`src/rtl/sb_pkg.sv`:
```
// Shared sideband definitions.
// Holds the receive-FSM state encoding and the default link constants
// (minimum inter-packet gap and the init pattern word) used by the
// sideband blocks.
package sb_pkg;

  // Default minimum idle UI between two packets.
  localparam int SB_GAP_MIN_DEFAULT = 32;

  // Default sideband init pattern; bit 0 is the first bit on the wire.
  localparam logic [63:0] SB_PATTERN_DEFAULT = 64'h5555_5555_5555_5555;

  // Receive FSM state encoding.
  typedef logic [1:0] sb_rx_state_t;
  localparam sb_rx_state_t ST_IDLE    = 2'd0;
  localparam sb_rx_state_t ST_SHIFT   = 2'd1;
  localparam sb_rx_state_t ST_GAP     = 2'd2;
  localparam sb_rx_state_t ST_DISCARD = 2'd3;

endpackage

```
`src/rtl/sb_rx_pkt_fifo.sv`:
```
// Packet buffer for the sideband receiver.
// Ports:
//   clk, rst   - clock, asynchronous active-high reset
//   push       - write push_data (dropped if full and no pop this cycle)
//   push_data  - word to write
//   pop        - remove the head entry (ignored when empty)
//   head       - head entry, 0 when empty
//   valid      - buffer non-empty
//   full       - buffer holds DEPTH entries
// DEPTH must be a power of two, at least 2: pointers carry one extra wrap
// bit above the index bits so full and empty can be told apart.
module sb_rx_pkt_fifo #(
  parameter int DEPTH = 2,
  parameter int WIDTH = 64
) (
  input  logic             clk,
  input  logic             rst,
  input  logic             push,
  input  logic [WIDTH-1:0] push_data,
  input  logic             pop,
  output logic [WIDTH-1:0] head,
  output logic             valid,
  output logic             full
);

  localparam int AW = $clog2(DEPTH);

  logic [AW:0]      wr_ptr;
  logic [AW:0]      rd_ptr;
  logic [WIDTH-1:0] mem [DEPTH];
  logic             do_push;
  logic             do_pop;

  assign valid = (wr_ptr != rd_ptr);
  assign full  = (wr_ptr[AW] != rd_ptr[AW]) &&
                 (wr_ptr[AW-1:0] == rd_ptr[AW-1:0]);

  // A pop in the same cycle frees the slot, so a push into a full buffer
  // is accepted when the head is leaving.
  assign do_pop  = pop && valid;
  assign do_push = push && (!full || do_pop);

  assign head = valid ? mem[rd_ptr[AW-1:0]] : '0;

  always_ff @(posedge clk or posedge rst) begin
    if (rst) begin
      wr_ptr <= '0;
      rd_ptr <= '0;
    end else begin
      if (do_push) wr_ptr <= wr_ptr + 1'b1;
      if (do_pop)  rd_ptr <= rd_ptr + 1'b1;
    end
  end

  always_ff @(posedge clk) begin
    if (do_push) mem[wr_ptr[AW-1:0]] <= push_data;
  end

endmodule

```
`src/rtl/sb_rx_deserializer.sv`:
```
// Sideband receive deserializer.
// Collects 64 serial bits (LSB first) into a word, enforces a minimum idle
// gap between packets, filters/detects the init pattern and buffers
// completed words for the consumer.
// Ports:
//   i_clk, i_rst        - bit clock (one UI per cycle), async active-high reset
//   i_rx_active         - a valid sideband bit is present this cycle
//   i_rxdatasb          - serial data bit
//   i_pattern_det_en    - enable pattern detection / filtering
//   i_ready             - consumer accepts the head packet
//   o_packet, o_valid   - head packet and buffer non-empty
//   o_pattern_detected  - two consecutive pattern words seen (level)
//   o_frame_err         - pulse: packet truncated
//   o_gap_err           - pulse: packet started before the gap elapsed
//   o_overflow          - pulse: completed word dropped, buffer full
// Handshake: a packet transfers on every cycle where o_valid and i_ready
// are both high; o_packet is stable while o_valid is high and i_ready low.
module sb_rx_deserializer
  import sb_pkg::*;
#(
  parameter int          GAP_MIN = SB_GAP_MIN_DEFAULT,
  parameter int          DEPTH   = 2,
  parameter logic [63:0] PATTERN = SB_PATTERN_DEFAULT
) (
  input  logic        i_clk,
  input  logic        i_rst,
  input  logic        i_rx_active,
  input  logic        i_rxdatasb,
  input  logic        i_pattern_det_en,
  input  logic        i_ready,
  output logic [63:0] o_packet,
  output logic        o_valid,
  output logic        o_pattern_detected,
  output logic        o_frame_err,
  output logic        o_gap_err,
  output logic        o_overflow
);

  localparam int                 GAP_W     = $clog2(GAP_MIN + 1);
  localparam logic [GAP_W-1:0]   GAP_LIMIT = GAP_W'(GAP_MIN);
  localparam logic [GAP_W-1:0]   GAP_ONE   = GAP_W'(1);

  sb_rx_state_t     state;
  logic [6:0]       bit_cnt;
  logic [GAP_W-1:0] gap_cnt;
  logic [63:0]      shift_reg;
  logic [1:0]       pat_cnt;
  logic             frame_err_q;
  logic             gap_err_q;
  logic             overflow_q;

  logic             word_done;
  logic [63:0]      full_word;
  logic             is_pattern;
  logic             push;
  logic             pop;
  logic             frame_evt;
  logic             gap_evt;
  logic [GAP_W-1:0] gap_next;
  logic             fifo_full;
  logic             fifo_valid;
  logic [63:0]      fifo_head;

  // The 64th bit is merged combinationally so the word is written into the
  // buffer on the same edge that captures that bit.
  assign word_done  = (state == ST_SHIFT) && i_rx_active && (bit_cnt == 7'd63);
  assign full_word  = {i_rxdatasb, shift_reg[62:0]};
  assign is_pattern = i_pattern_det_en && (full_word == PATTERN);
  assign push       = word_done && !is_pattern;
  assign frame_evt  = (state == ST_SHIFT) && !i_rx_active;
  // Every cycle in GAP has gap_cnt below GAP_MIN, so any activity is early.
  assign gap_evt    = (state == ST_GAP) && i_rx_active;
  assign gap_next   = (gap_cnt == GAP_LIMIT) ? gap_cnt : gap_cnt + 1'b1;
  assign pop        = fifo_valid && i_ready;

  always_ff @(posedge i_clk or posedge i_rst) begin
    if (i_rst) begin
      state     <= ST_IDLE;
      bit_cnt   <= '0;
      gap_cnt   <= '0;
      shift_reg <= '0;
    end else begin
      case (state)
        ST_IDLE: begin
          if (i_rx_active) begin
            shift_reg <= {63'd0, i_rxdatasb};
            bit_cnt   <= 7'd1;
            state     <= ST_SHIFT;
          end
        end
        ST_SHIFT: begin
          if (i_rx_active) begin
            shift_reg[bit_cnt[5:0]] <= i_rxdatasb;
            bit_cnt                 <= bit_cnt + 7'd1;
            if (bit_cnt == 7'd63) begin
              state   <= ST_GAP;
              gap_cnt <= '0;
            end
          end else begin
            // Truncated packet: this idle cycle already counts toward the gap.
            shift_reg <= '0;
            bit_cnt   <= '0;
            gap_cnt   <= GAP_ONE;
            state     <= ST_GAP;
          end
        end
        ST_GAP: begin
          if (i_rx_active) begin
            state <= ST_DISCARD;
          end else begin
            gap_cnt <= gap_next;
            if (gap_next >= GAP_LIMIT) state <= ST_IDLE;
          end
        end
        ST_DISCARD: begin
          if (!i_rx_active) begin
            gap_cnt <= GAP_ONE;
            state   <= ST_GAP;
          end
        end
        default: state <= ST_IDLE;
      endcase
    end
  end

  // Pattern counter saturates at 2 so the detect level holds while further
  // pattern words keep arriving.
  always_ff @(posedge i_clk or posedge i_rst) begin
    if (i_rst) begin
      pat_cnt <= '0;
    end else if (!i_pattern_det_en || frame_evt || gap_evt) begin
      pat_cnt <= '0;
    end else if (word_done) begin
      if (!is_pattern)         pat_cnt <= '0;
      else if (pat_cnt != 2'd2) pat_cnt <= pat_cnt + 2'd1;
    end
  end

  always_ff @(posedge i_clk or posedge i_rst) begin
    if (i_rst) begin
      frame_err_q <= 1'b0;
      gap_err_q   <= 1'b0;
      overflow_q  <= 1'b0;
    end else begin
      frame_err_q <= frame_evt;
      gap_err_q   <= gap_evt;
      overflow_q  <= push && fifo_full && !pop;
    end
  end

  sb_rx_pkt_fifo #(
    .DEPTH (DEPTH),
    .WIDTH (64)
  ) u_fifo (
    .clk       (i_clk),
    .rst       (i_rst),
    .push      (push),
    .push_data (full_word),
    .pop       (pop),
    .head      (fifo_head),
    .valid     (fifo_valid),
    .full      (fifo_full)
  );

  assign o_packet           = fifo_head;
  assign o_valid            = fifo_valid;
  assign o_pattern_detected = (pat_cnt == 2'd2) && i_pattern_det_en;
  assign o_frame_err        = frame_err_q;
  assign o_gap_err          = gap_err_q;
  assign o_overflow         = overflow_q;

endmodule

```
`config.mk`:
```
export PLATFORM = sky130hd
export DESIGN_NAME = sb_rx_deserializer
export DESIGN_NICKNAME = d
export VERILOG_FILES = /design/src/rtl/sb_pkg.sv /design/src/rtl/sb_rx_pkt_fifo.sv /design/src/rtl/sb_rx_deserializer.sv
export SDC_FILE = /design/constraint.sdc
export NUM_CORES = 1
export LEC_CHECK = 0
export ABC_AREA = 1
export CORE_MARGIN = 2
export CORE_UTILIZATION = 35
export DETAILED_ROUTE_END_ITERATION = 12
export PLACE_DENSITY = 0.53
export SYNTH_ARGS = -nofsm -noshare
export SYNTH_HDL_FRONTEND = slang
export SYNTH_SLANG_ARGS = --single-unit
```
`constraint.sdc`:
```
create_clock -name i_clk -period 5.36 [get_ports i_clk]
set_input_delay 1.072 -clock i_clk [delete_from_list [all_inputs] [get_ports i_clk]]
set_output_delay 1.072 -clock i_clk [all_outputs]
set_load 0.02 [all_outputs]
```
; After elaboration in Yosys (flattened, before gate mapping)
; Memories as Yosys holds them, arrays and structs flattened.
; Cells that the tools add are included.
[totals]
input_bits = 6
register_bits = 88
mem_count = 1
ram_bits = 128
out_inout_bits = 69
[op_classes]
n_eq_ne = 17
n_lt_le_gt_ge = 3
mux = 29
n_addsub = 5
reduce_logical = 30
[mem_list]
columns = memory, depth, width, rd, rd_ports_with_merged_regs, wr, line_no
row1 = u_fifo.mem, 2, 64, 1, 0, 1, sb_rx_pkt_fifo.sv:30  ; logic [WIDTH-1:0] mem [DEPTH];
[op_table]
columns = op, n
row1 = $mux 64, 3
row2 = $pmux 64 s2, 1
row3 = $bwmux 64, 1
row4 = $eq 64x63->1 const B, 1
row5 = $mux 6, 5
row6 = $mux 2, 10
row7 = $pmux 6 s3, 1
row8 = $logic_and 1x1->1, 14
row9 = $mux 7, 2
row10 = $pmux 7 s2, 1
row11 = $ne 2x2->1 const B, 4
row12 = $pmux 2 s4, 1
row13 = $reduce_and 4->1, 2
row14 = $add 7x1->7 const B, 1
row15 = $eq 7x6->1 const B, 1
row16 = $lt 6x7->1 const B, 1
row17 = $add 2x1->2 const B, 3
row18 = $add 6x1->6 const B, 1
row19 = $demux 1 s6, 1
row20 = $eq 2x2->1 const B, 3
row21 = $eq 6x6->1 const B, 1
row22 = $ge 6x1->1 const B, 1
row23 = $ge 6x6->1 const B, 1
row24 = $ne 3x2->1 const B, 2
row25 = 12 further kinds, 22

; Logic depth before layout (Yosys ltp)
; Gate-level depths: netlist of the first run.
[depth]
depth_word = 7
depth_mapped = 11

; Hierarchy
; From an unflattened synthesis of the first run, not the netlist that was laid out.
[hier_totals]
hier_cells = 974
hier_area_um2 = 9892.0
[modules_own_cells]
columns = mod, seq_area_each_um2, n_inst, cells_per_inst, area_each_um2
row1 = sb_rx_pkt_fifo, 3943.8, 1, 381, 5265.0
row2 = sb_rx_deserializer, 2077.0, 1, 593, 4626.9

; Worst setup path after synthesis of the first run
; Ideal clock, no wire load.
[synth_timing]
path_type = input to register
startpoint = in i_rx_active
endpoint = mem u_fifo.mem[0][0] (enable)
path_stages = 4
required_time_ns = 4.874
path_slack_ns = 0.683
t_arrival_ns = 4.191
path_cell_list = inv_1 > nor3_1 > nand3_1 > nor2_1
[synth_via]
elab_chain_cells = 6
[synth_lines]
columns = item, line_no
row1 = "start, declared", sb_rx_deserializer.sv:27  ; input logic i_rx_active,
row2 = $logic_and 1x1->1 (2 in series), sb_rx_deserializer.sv:66  ; assign word_done = (state == ST_SHIFT) && i_rx_active && (bit_cnt == 7'd63);
row3 = $logic_and 1x1->1, sb_rx_deserializer.sv:69  ; assign push = word_done && !is_pattern;
row4 = $logic_and 1x1->1, sb_rx_pkt_fifo.sv:41  ; assign do_push = push && (!full || do_pop);
row5 = $mux 1, sb_rx_pkt_fifo.sv:56  ; if (do_push) mem[wr_ptr[AW-1:0]] <= push_data;
row6 = $mux 1 (implied by the code), sb_rx_pkt_fifo.sv:56
row7 = "end, declared", sb_rx_pkt_fifo.sv:30
; Every way passes these cells.

; Final worst setup path of the first run
[layout_timing]
startpoint = reg u_fifo.wr_ptr[0]
endpoint = out o_packet[5]
[layout_via]
elab_chain_cells = 2
[layout_lines]
columns = item, line_no
row1 = "start, declared", sb_rx_pkt_fifo.sv:28  ; logic [AW:0] wr_ptr;
row2 = "start signal, assigned", sb_rx_pkt_fifo.sv:50  ; if (do_push) wr_ptr <= wr_ptr + 1'b1;
row3 = $ne 2x2->1, sb_rx_pkt_fifo.sv:34  ; assign valid = (wr_ptr != rd_ptr);
row4 = $mux 64, sb_rx_pkt_fifo.sv:43  ; assign head = valid ? mem[rd_ptr[AW-1:0]] : '0;
row5 = "end, declared", sb_rx_deserializer.sv:31  ; output logic [63:0] o_packet,
; Every way passes these cells.

==> results of run 1 <==
## worst max-delay path, cell delays in order (launching register included)
cell and delay (ns):
sky130_fd_sc_hd__dfrtp_1 0.45, sky130_fd_sc_hd__xnor2_1 0.23, sky130_fd_sc_hd__nand2_1 0.12, sky130_fd_sc_hd__inv_2 0.42
sky130_fd_sc_hd__buf_4 0.47, sky130_fd_sc_hd__a21oi_1 0.10, sky130_fd_sc_hd__clkdlybuf4s50_1 0.56
## power by group through the flow
stage	Clock [mW]	Combinational (mW)	Sequential (mW)
2_1_floorplan	0	0.952	1.83
3_3_place_gp	0	1.67	1.84
3_5_place_dp	0	1.68	1.84
4_1_cts	1.67	1.68	1.81
5_1_grt	1.73	1.79	1.81
6_report	1.64	1.65	1.81
## cell type report
| cell class | instances | area, µm² |
|---|---|---|
| multi-input combinational | 589 | 2900 |
| timing repair buffer | 83 | 808 |
| clock inverter | 10 | 95.1 |
| fill | 2492 | 15000 |
| inverter | 79 | 298 |
| sequential | 215 | 6020 |
| clock buffer | 34 | 699 |
| tap | 335 | 419 |
## metal layers
metal	vias to the layer above	global-route usage	part of all wire
li1	3301	-	-
met1	3276	0.241	0.46
met2	202	0.272	0.47
met3	34	0.0229	0.051
met4	0	0.0412	0.017
met5	-	0	0
## layout by cell type, fill, tap and decap left out, types with 2 or more instances in the layout
cell type,n
sky130_fd_sc_hd__a21oi_1,87
sky130_fd_sc_hd__a22o_1,45
sky130_fd_sc_hd__buf_4,9
sky130_fd_sc_hd__bufinv_16,2
sky130_fd_sc_hd__clkbuf_1,5
sky130_fd_sc_hd__clkbuf_16,25
sky130_fd_sc_hd__clkbuf_8,4
sky130_fd_sc_hd__clkdlybuf4s50_1,74
sky130_fd_sc_hd__clkinv_1,4
sky130_fd_sc_hd__clkinv_2,5
sky130_fd_sc_hd__dfrtp_1,86
sky130_fd_sc_hd__edfxtp_1,128
sky130_fd_sc_hd__ha_1,4
sky130_fd_sc_hd__inv_1,70
sky130_fd_sc_hd__inv_2,8
sky130_fd_sc_hd__nand2_1,205
sky130_fd_sc_hd__nand2_2,2
sky130_fd_sc_hd__nand3_1,21
sky130_fd_sc_hd__nand4_1,5
sky130_fd_sc_hd__nor2_1,109
sky130_fd_sc_hd__nor2_2,4
sky130_fd_sc_hd__nor2_4,4
sky130_fd_sc_hd__nor3_1,8
sky130_fd_sc_hd__o211ai_1,2
sky130_fd_sc_hd__o21ai_0,55
sky130_fd_sc_hd__o22ai_1,18
sky130_fd_sc_hd__xnor2_1,3
sky130_fd_sc_hd__xor2_1,3
## logic make-up (layout without fill, tap and decap cells)
logic type                 count (synthesis)  after routing
AOI/OAI and AO/OA                        212            212
xor gates and xnor gates                   6              6
adders and majority gates                  4              4
buffers and inverters                    119            206
DFF                                      215            215
and+or+nand+nor                          367            367
## per-stage QoR
stage | hold WS [ns] | worst slack (ns) | instances
floorplan | 0.442 | 0.683 | 923
global placement | 0.484 | 1.75 | 1301
detailed placement | 0.484 | 1.72 | 1301
CTS | 0.494 | 1.29 | 1345
global route | 0.509 | 1.14 | 1345
finish | 0.494 | 1.36 | 1345
## path summary, 6_finish.rpt
check | startpoint | to | slack (ns) | depth (start not counted)
max | u_fifo.wr_ptr[0]$_DFFE_PP0P_ | o_packet[5] | 1.36 | 6
min | u_fifo.rd_ptr[1]$_DFFE_PP0P_ | u_fifo.rd_ptr[1]$_DFFE_PP0P_ | 0.49 | 1
max reg2reg | bit_cnt[3]$_DFFE_PP0P_ | u_fifo.mem[1][28]$_DFFE_PP_ | 2.56 | 7
min reg2reg | u_fifo.rd_ptr[1]$_DFFE_PP0P_ | u_fifo.rd_ptr[1]$_DFFE_PP0P_ | 0.49 | 1
max in group asynchronous | i_rst | shift_reg[52]$_DFFE_PP0P_ | 3.25 | 3
min in group asynchronous | i_rst | o_gap_err$_DFF_PP0_ | 1.05 | 2
==> results.sh, run 1 <==
export IMPL_run_status="finished, final reports clean"
export IMPL_global_route_usage_total=0.168
export IMPL_cell_taking_the_most_area_after_synthesis="sky130_fd_sc_hd__edfxtp_1"
export IMPL_avgViaCountPerCell=5.07
export IMPL_final_period_utilization=0.746
export IMPL_crit_arrival_ns=2.92
export IMPL_postSynthAreaPerCell_um2=10.2
export IMPL_numCtsBuffers=24
export IMPL_core_um2=26200
export IMPL_n_antenna_cell=0
export IMPL_clk_latency_ns=0.52
export IMPL_clock_sinks=215
export IMPL_num_io_pins=75
export IMPL_irDropWorstVdd_uv=250
export IMPL_max_reg_flops=128
export IMPL_fraction_of_the_mapped_netlist_area_in_compound_gates=0.136
export IMPL_cts_hold_buffers_added=0
export IMPL_ant_nets=0
export IMPL_timing_final_max_slew_violations=0
export IMPL_synth_fp_nets=933
export IMPL_tritoncts="built"
export IMPL_drcViolationCount=0
export IMPL_buffer_ports_inserted=74
export IMPL_max_clock_freq_ghz=0.250
export IMPL_synthesis_area_um2=9390
export IMPL_drtIter0Drc=516
export IMPL_layout_drive_gt1_share=0.0683
export IMPL_timing_final_hold_violations=0
export IMPL_setup_worst_path_class="register to output pin"
export IMPL_most_numerous_cell_in_the_yosys_netlist="sky130_fd_sc_hd__nand2_1"
export IMPL_ys_async_sr_fraction=0.405
export IMPL_die_area_um2=28100
export IMPL_cp_required_ns=4.29
export IMPL_ys_ff_latch=215
export IMPL_start_util=0.358
export IMPL_layout_core_utilization=0.429
export IMPL_cell_internal_pwr_mw=3.39
export IMPL_share_of_total_power_in_the_clock_network=0.322
export IMPL_endpoint_kind="output pin"
export IMPL_switching_share=0.334
export IMPL_yosysUniqueCellTypes=39
export IMPL_post_cts_resize_count=0
export IMPL_synth_simple_gate_area_share=0.161
export IMPL_leakagePower_nw=4.35
export IMPL_yosys_mux_area_fraction=0
export IMPL_tightest_slew_ns=0.930
export IMPL_number_of_antenna_violations_at_the_first_check_in_global_routing=0
export IMPL_cellPowerDensity_nw_per_um2=453
export IMPL_nets=1002
export IMPL_path_max_fanout=39
export IMPL_synth_top_cells_by_area="sky130_fd_sc_hd__edfxtp_1 (41%), sky130_fd_sc_hd__dfrtp_1 (23%), sky130_fd_sc_hd__nand2_1 (8.2%), sky130_fd_sc_hd__a21oi_1 (4.6%), sky130_fd_sc_hd__nor2_1 (4.4%)"
export IMPL_synthCells=923
export IMPL_gp_routability_congestion=0.837
export IMPL_path_clk_slew_ns=0.05
export IMPL_ctsRootBufferMaster="sky130_fd_sc_hd__clkbuf_16"
export IMPL_synth_seq_area_share=0.641
export IMPL_final_min_clock_period_ns=4.00
export IMPL_standard_cell_rows=59
export IMPL_wl_per_cell_um=17.7
export IMPL_synth_commonest_cells="sky130_fd_sc_hd__nand2_1 (205), sky130_fd_sc_hd__edfxtp_1 (128), sky130_fd_sc_hd__nor2_1 (111)"
export IMPL_placed_area_um2=10500
export IMPL_num_vias=6813
export IMPL_yosysWarningCount=0
export IMPL_synth_main_ff_cell="sky130_fd_sc_hd__edfxtp_1"
export IMPL_yosysTopAreaCellShare=0.409
export IMPL_grt_setup_unrepaired="false"
export IMPL_area_growth_syn_to_layout_pct=19.8
export IMPL_totalPowerFinal_mw=5.10
export IMPL_max_cap_violations=0
export IMPL_switchingPower_mw=1.70
export IMPL_worst_clock_skew_ns=0.0167
export IMPL_share_seq_of_total_power=0.355
export IMPL_cts_setup_buffers=0
export IMPL_cts_htree_levels=1
export IMPL_slew_limit_headroom=0.380
export IMPL_startpoint_type_of_the_worst_setup_path="register"
export IMPL_synth_top_family_by_area="simple AND/OR/NAND/NOR gates"
export IMPL_final_setup_tns_ns=0
export IMPL_routed_wirelength_um=23900
export IMPL_power_combinational_fraction=0.323
export IMPL_finalSetupViolations=0
export IMPL_globalRouteOverflowTotal=0
export IMPL_clock_tree_buffer_depth=3
export IMPL_grt_first_pass_wirelength_um=37400
export IMPL_grt_max_degree=65
export IMPL_synth_adder_area_share=0.00533
export IMPL_dp_hpwl_um=14700
export IMPL_via_count_of_the_first_global_routing_pass=6530
export IMPL_dieHeight_um=168
export IMPL_worstHoldPathType="register to register"
export IMPL_chipWidth_um=168
export IMPL_final_cell_area_um2=11200
export IMPL_first_pass_iters=7
export IMPL_number_of_synthesized_flops_with_an_enable_pin=128
export IMPL_xor_and_xnor_area_share_after_synthesis=0.00560
Power figures use the tool's default switching activity.
==> run 2, diff against run 1 <==
==> constraint.sdc (replaced) <==
create_clock -name i_clk -period 3.9 [get_ports i_clk]
set_input_delay 0.78 -clock i_clk [delete_from_list [all_inputs] [get_ports i_clk]]
set_output_delay 0.78 -clock i_clk [all_outputs]
set_load 0.02 [all_outputs]
==> run 2 against run 1 <==
  * Clock power up 30%
  * Combinational power increased by 38%
  * Flip-flop and latch count did not move
  * Largest power group unchanged
==> results.sh, run 2 (same netlist as run 1, synthesis figures left out) <==
export IMPL_timing_critical_path_buf_inv=3
export IMPL_avgViaCountPerCell=4.98
export IMPL_pre_cts_slack_ns=0.697
export IMPL_drcViolationCount=0
export IMPL_min_delay_start="gap_cnt[4]$_DFFE_PP0P_"
export IMPL_tritoncts="built"
export IMPL_die_area_um2=28100
export IMPL_crit_arrival_ns=2.68
export IMPL_slew_limit_headroom=0.475
export IMPL_dp_hpwl_um=15400
export IMPL_wl_per_cell_um=17.5
export IMPL_finalSetupViolations=0
export IMPL_core_um2=26200
export IMPL_clk_latency_ns=0.51
export IMPL_fillers=2481
export IMPL_totalPowerFinal_mw=6.89
export IMPL_cellPowerDensity_nw_per_um2=612
export IMPL_share_of_total_power_in_the_clock_network=0.309
export IMPL_ctsRootBufferMaster="sky130_fd_sc_hd__clkbuf_16"
export IMPL_final_period_utilization=0.887
export IMPL_gp_routability_congestion=0.834
export IMPL_cts_hold_buffers_added=0
export IMPL_post_cts_resize_count=0
export IMPL_clock_sinks=215
export IMPL_number_of_antenna_violations_at_the_first_check_in_global_routing=0
export IMPL_num_vias=6731
export IMPL_cpLargestDelayFamily="buffers and inverters"
export IMPL_timing_final_max_slew_violations=0
export IMPL_worstHoldPathType="register to register"
export IMPL_path_clk_slew_ns=0.06
export IMPL_switchingPower_mw=2.32
export IMPL_grt_setup_unrepaired="false"
export IMPL_timing_final_hold_violations=0
export IMPL_final_cell_count_no_fill=1352
export IMPL_max_reg_flops=128
export IMPL_cts_setup_buffers=0
export IMPL_dieHeight_um=168
export IMPL_chipWidth_um=168
export IMPL_max_cap_violations=0
export IMPL_routed_wirelength_um=23600
export IMPL_cp_required_ns=3.12
export IMPL_final_min_clock_period_ns=3.46
export IMPL_timing_critical_path_cells="xnor2_1 -> nand2_1 -> inv_2 -> buf_4 -> a21oi_1 -> clkdlybuf4s50_1"
export IMPL_grt_first_pass_wirelength_um=37900
export IMPL_global_route_usage_total=0.171
export IMPL_buffer_ports_inserted=74
export IMPL_nets=1009
export IMPL_critPathMaxStageDelay_ns=0.55
export IMPL_first_pass_iters=5
export IMPL_timing_rr_start="bit_cnt[1]$_DFFE_PP0P_"
export IMPL_max_clock_freq_ghz=0.289
export IMPL_layout_drive_gt1_share=0.0728
export IMPL_worst_setup_path_startpoint="u_fifo.wr_ptr[0]$_DFFE_PP0P_"
export IMPL_num_io_pins=75
export IMPL_crit_slowest_cell="sky130_fd_sc_hd__clkdlybuf4s50_1"
export IMPL_numCtsBuffers=24
export IMPL_grt_max_degree=64
export IMPL_irDropWorstVdd_uv=290
export IMPL_switching_share=0.337
export IMPL_dp_cells=1308
export IMPL_setup_worst_path_class="register to output pin"
export IMPL_startpoint_type_of_the_worst_setup_path="register"
export IMPL_tightest_slew_ns=0.786
export IMPL_cell_internal_pwr_mw=4.57
export IMPL_top_library_cells_by_usage_in_the_layout_fill_and_taps_aside="sky130_fd_sc_hd__nand2_1 (205), sky130_fd_sc_hd__edfxtp_1 (128), sky130_fd_sc_hd__nor2_1 (109)"
export IMPL_drtIter0Drc=465
export IMPL_worst_clock_skew_ns=0.00982
export IMPL_power_combinational_fraction=0.331
export IMPL_path_max_fanout=24
export IMPL_layout_commonest_cell="sky130_fd_sc_hd__nand2_1"
export IMPL_area_growth_syn_to_layout_pct=20.1
export IMPL_via_count_of_the_first_global_routing_pass=6599
export IMPL_start_util=0.358
export IMPL_ant_nets=0
export IMPL_cts_htree_levels=1
export IMPL_share_seq_of_total_power=0.360
export IMPL_setup_slack_ns=0.441
export IMPL_n_antenna_cell=0
export IMPL_endpoint_kind="output pin"
export IMPL_run_status="finished, final reports clean"
export IMPL_leakagePower_nw=4.36
export IMPL_globalRouteOverflowTotal=0
export IMPL_standard_cell_rows=59
export IMPL_clock_tree_buffer_depth=3
[run 2: cell count changes in the layout (fill, tap and decap cells not counted), sizes merged]
cell and change:
clkbuf +1, buf +7, clkinvlp +1, bufinv -1, clkinv -1
[run 2: routing by layer]
metal  track usage  part of all wire  vias to the layer above
li1              -                 -                     3308
met1         0.243              0.47                     3234
met2         0.276              0.47                      148
met3        0.0236             0.046                       41
met4        0.0473             0.022                        0
met5             0                 0                        -
[run 2: area by class of cell]
type	instances	area, µm²	share of cell area
Timing Repair Buffer	90	886	0.0786
Clock inverter	9	70.1	0.00622
Clock buffer	35	673	0.0597
Inverter	79	298	0.0264
Sequential cell	215	6020	0.534
Tap cell	335	419	0.0372
Multi-Input combinational cell	589	2900	0.258
[run 2: power by group through the flow]
| stage | registers (mW) | clock network, mW | logic (mW) |
|---|---|---|---|
| after global routing | 2.49 | 2.28 | 2.49 |
| after detailed placement | 2.52 | 0 | 2.32 |
| after global placement | 2.52 | 0 | 2.32 |
| after floorplan | 2.51 | 0 | 1.31 |
| final | 2.48 | 2.13 | 2.28 |
| after CTS | 2.48 | 2.18 | 2.33 |
[run 2: worst paths after layout]
path | slack [ns] | to | cells past startpoint
worst max-delay path | 0.44 | o_packet[23] | 6
worst min-delay path | 0.49 | gap_cnt[4]$_DFFE_PP0P_ | 1
worst max register to register | 1.40 | u_fifo.mem[1][39]$_DFFE_PP_ | 8
worst min register to register | 0.49 | gap_cnt[4]$_DFFE_PP0P_ | 1
max in group asynchronous | 2.57 | u_fifo.rd_ptr[0]$_DFFE_PP0P_ | 3
min in group asynchronous | 0.68 | shift_reg[6]$_DFFE_PP0P_ | 2
[run 2: metrics by stage]
step | hold slack [ns] | TNS (ns) | util | area [µm²]
after floorplan | 0.442 | -62.12 | - | 9390
after global placement | 0.463 | 0 | 0.402 | 10500
after detailed placement | 0.476 | 0 | 0.402 | 10500
after CTS | 0.492 | 0 | 0.430 | 11300
after global routing | 0.506 | 0 | 0.430 | 11300
final | 0.489 | 0 | 0.430 | 11300
==> run 3, diff against run 2 <==
--- a/config.mk
+++ b/config.mk
@@ -9,6 +9,7 @@
 export CORE_MARGIN = 2
 export CORE_UTILIZATION = 35
 export DETAILED_ROUTE_END_ITERATION = 12
+export MAX_ROUTING_LAYER = met4
 export PLACE_DENSITY = 0.53
 export SYNTH_ARGS = -nofsm -noshare
 export SYNTH_HDL_FRONTEND = slang
==> run 3 against run 2 <==
  * Non-clock buffer count stayed put
  * Sequential power hardly changed
  * Critical path type unchanged
  * Utilization stayed put
  * Cell area unchanged
  * Via count up 0.86%
  * First-iteration DRC count increased by 2.2%
  * Global-route usage is 0.53 points higher
  * Critical path depth unchanged
  * Flip-flop and latch count stayed put
  * Worst setup slack worse by 0.0095 ns
==> results.sh, run 3 (same netlist as run 1, synthesis figures left out) <==
export IMPL_grt_max_degree=64
export IMPL_worstHoldPathType="register to register"
export IMPL_leakagePower_nw=4.36
export IMPL_layout_commonest_cell="sky130_fd_sc_hd__nand2_1"
export IMPL_critical_path_depth=6
export IMPL_top_library_cells_by_usage_in_the_layout_fill_and_taps_aside="sky130_fd_sc_hd__nand2_1 (205), sky130_fd_sc_hd__edfxtp_1 (128), sky130_fd_sc_hd__nor2_1 (109)"
export IMPL_drcViolationCount=0
export IMPL_path_clk_slew_ns=0.06
export IMPL_clock_sinks=215
export IMPL_worst_clock_skew_ns=0.00920
export IMPL_avgViaCountPerCell=5.02
export IMPL_dp_hpwl_um=15400
export IMPL_placed_area_um2=10500
export IMPL_finalSetupViolations=0
export IMPL_crit_slowest_cell="sky130_fd_sc_hd__clkdlybuf4s50_1"
export IMPL_fillers=2481
export IMPL_slew_limit_headroom=0.466
export IMPL_buffer_ports_inserted=74
export IMPL_max_reg_flops=128
export IMPL_numCtsBuffers=24
export IMPL_crit_arrival_ns=2.69
export IMPL_totalPowerFinal_mw=6.89
export IMPL_path_max_fanout=24
export IMPL_final_period_utilization=0.889
export IMPL_setup_worst_path_class="register to output pin"
export IMPL_tritoncts="built"
export IMPL_num_vias=6789
export IMPL_hold_path_cell_count=0
export IMPL_tightest_slew_ns=0.800
export IMPL_via_count_of_the_first_global_routing_pass=6592
export IMPL_die_area_um2=28100
export IMPL_timing_critical_path_buf_inv=3
export IMPL_global_route_usage_total=0.176
export IMPL_clk_latency_ns=0.51
export IMPL_layout_drive_gt1_share=0.0728
export IMPL_critPathMaxStageDelay_ns=0.55
export IMPL_ctsRootBufferMaster="sky130_fd_sc_hd__clkbuf_16"
export IMPL_cts_htree_levels=1
export IMPL_min_delay_start="shift_reg[14]$_DFFE_PP0P_"
export IMPL_cts_hold_buffers_added=0
export IMPL_cts_setup_buffers=0
export IMPL_nets=1009
export IMPL_max_cap_violations=0
export IMPL_clock_tree_buffer_depth=3
export IMPL_wl_per_cell_um=17.5
export IMPL_cpLargestDelayFamily="buffers and inverters"
export IMPL_grt_setup_unrepaired="false"
export IMPL_irDropWorstVdd_uv=291
export IMPL_timing_final_hold_violations=0
export IMPL_standard_cell_rows=59
export IMPL_final_cell_area_um2=11300
export IMPL_max_clock_freq_ghz=0.288
export IMPL_rr_worst_depth=8
export IMPL_cellPowerDensity_nw_per_um2=612
export IMPL_ant_nets=0
export IMPL_drtIter0Drc=475
export IMPL_routed_wirelength_um=23700
export IMPL_timing_final_max_slew_violations=0
export IMPL_dieHeight_um=168
export IMPL_gp_routability_congestion=0.847
export IMPL_run_status="finished, final reports clean"
export IMPL_chipWidth_um=168
export IMPL_final_min_clock_period_ns=3.47
export IMPL_num_io_pins=75
export IMPL_timing_critical_path_cells="xnor2_1 -> nand2_1 -> inv_2 -> buf_4 -> a21oi_1 -> clkdlybuf4s50_1"
export IMPL_grt_first_pass_wirelength_um=37800
export IMPL_timing_rr_start="bit_cnt[1]$_DFFE_PP0P_"
export IMPL_start_util=0.358
export IMPL_endpoint_kind="output pin"
export IMPL_globalRouteOverflowTotal=0
export IMPL_cp_required_ns=3.12
export IMPL_n_antenna_cell=0
export IMPL_post_cts_resize_count=0
export IMPL_number_of_antenna_violations_at_the_first_check_in_global_routing=0
export IMPL_startpoint_type_of_the_worst_setup_path="register"
export IMPL_core_um2=26200
export IMPL_worst_setup_path_startpoint="u_fifo.wr_ptr[0]$_DFFE_PP0P_"
export IMPL_area_growth_syn_to_layout_pct=20.1
export IMPL_first_pass_iters=5
## run 3: worst reg2reg max path, stage by stage (launching register included)
cell and delay [ns]:
sky130_fd_sc_hd__dfrtp_1 0.45, sky130_fd_sc_hd__ha_1 0.21, sky130_fd_sc_hd__nand2_1 0.08, sky130_fd_sc_hd__inv_1 0.15
sky130_fd_sc_hd__nand4_2 0.17, sky130_fd_sc_hd__nor3_1 0.27, sky130_fd_sc_hd__nand3_1 0.23, sky130_fd_sc_hd__nor2_4 0.13
sky130_fd_sc_hd__buf_4 0.42
## run 3: area by class of cell
class | instances | area, µm² | area share
Tap cell | 335 | 419 | 0.0372
Timing Repair Buffer | 90 | 886 | 0.0786
Multi-Input combinational cell | 589 | 2900 | 0.258
Inverter | 79 | 298 | 0.0264
Sequential cell | 215 | 6020 | 0.534
Clock buffer | 35 | 673 | 0.0597
Clock inverter | 9 | 70.1 | 0.00622
## run 3: path summary, 6_finish.rpt
check,end,slack [ns]
max in group asynchronous,u_fifo.rd_ptr[0]$_DFFE_PP0P_,2.57
min in group asynchronous,shift_reg[6]$_DFFE_PP0P_,0.68
hold reg to reg,u_fifo.mem[1][14]$_DFFE_PP_,0.49
setup reg to reg,u_fifo.mem[1][39]$_DFFE_PP_,1.39
setup / recovery,o_packet[23],0.43
hold / removal,u_fifo.mem[1][14]$_DFFE_PP_,0.49
## run 3: where the power goes
group          internal [mW]  leakage (nW)  switching [mW]
Combinational          0.875          1.62            1.41
Sequential              2.44          2.38          0.0442
Clock                   1.26         0.363           0.869
## run 3: layer usage
layer	wire, µm	vias to the layer above	global-route usage	share of wire
met4	492	0	0.0473	0.021
met5	0	-	-	0
li1	-	3305	-	-
met2	11100	177	0.277	0.47
met3	1120	40	0.0236	0.047
met1	10900	3267	0.242	0.46
## run 3: metrics by stage
step | std cells | hold slack (ns) | setup TNS [ns] | worst slack, ns | utilization
2_1_floorplan | 923 | 0.442 | -62.12 | -0.485 | -
3_3_place_gp | 1308 | 0.463 | 0 | 0.740 | 0.402
3_5_place_dp | 1308 | 0.476 | 0 | 0.697 | 0.402
4_1_cts | 1352 | 0.492 | 0 | 0.363 | 0.430
5_1_grt | 1352 | 0.506 | 0 | 0.233 | 0.430
6_report | 1352 | 0.488 | 0 | 0.432 | 0.430
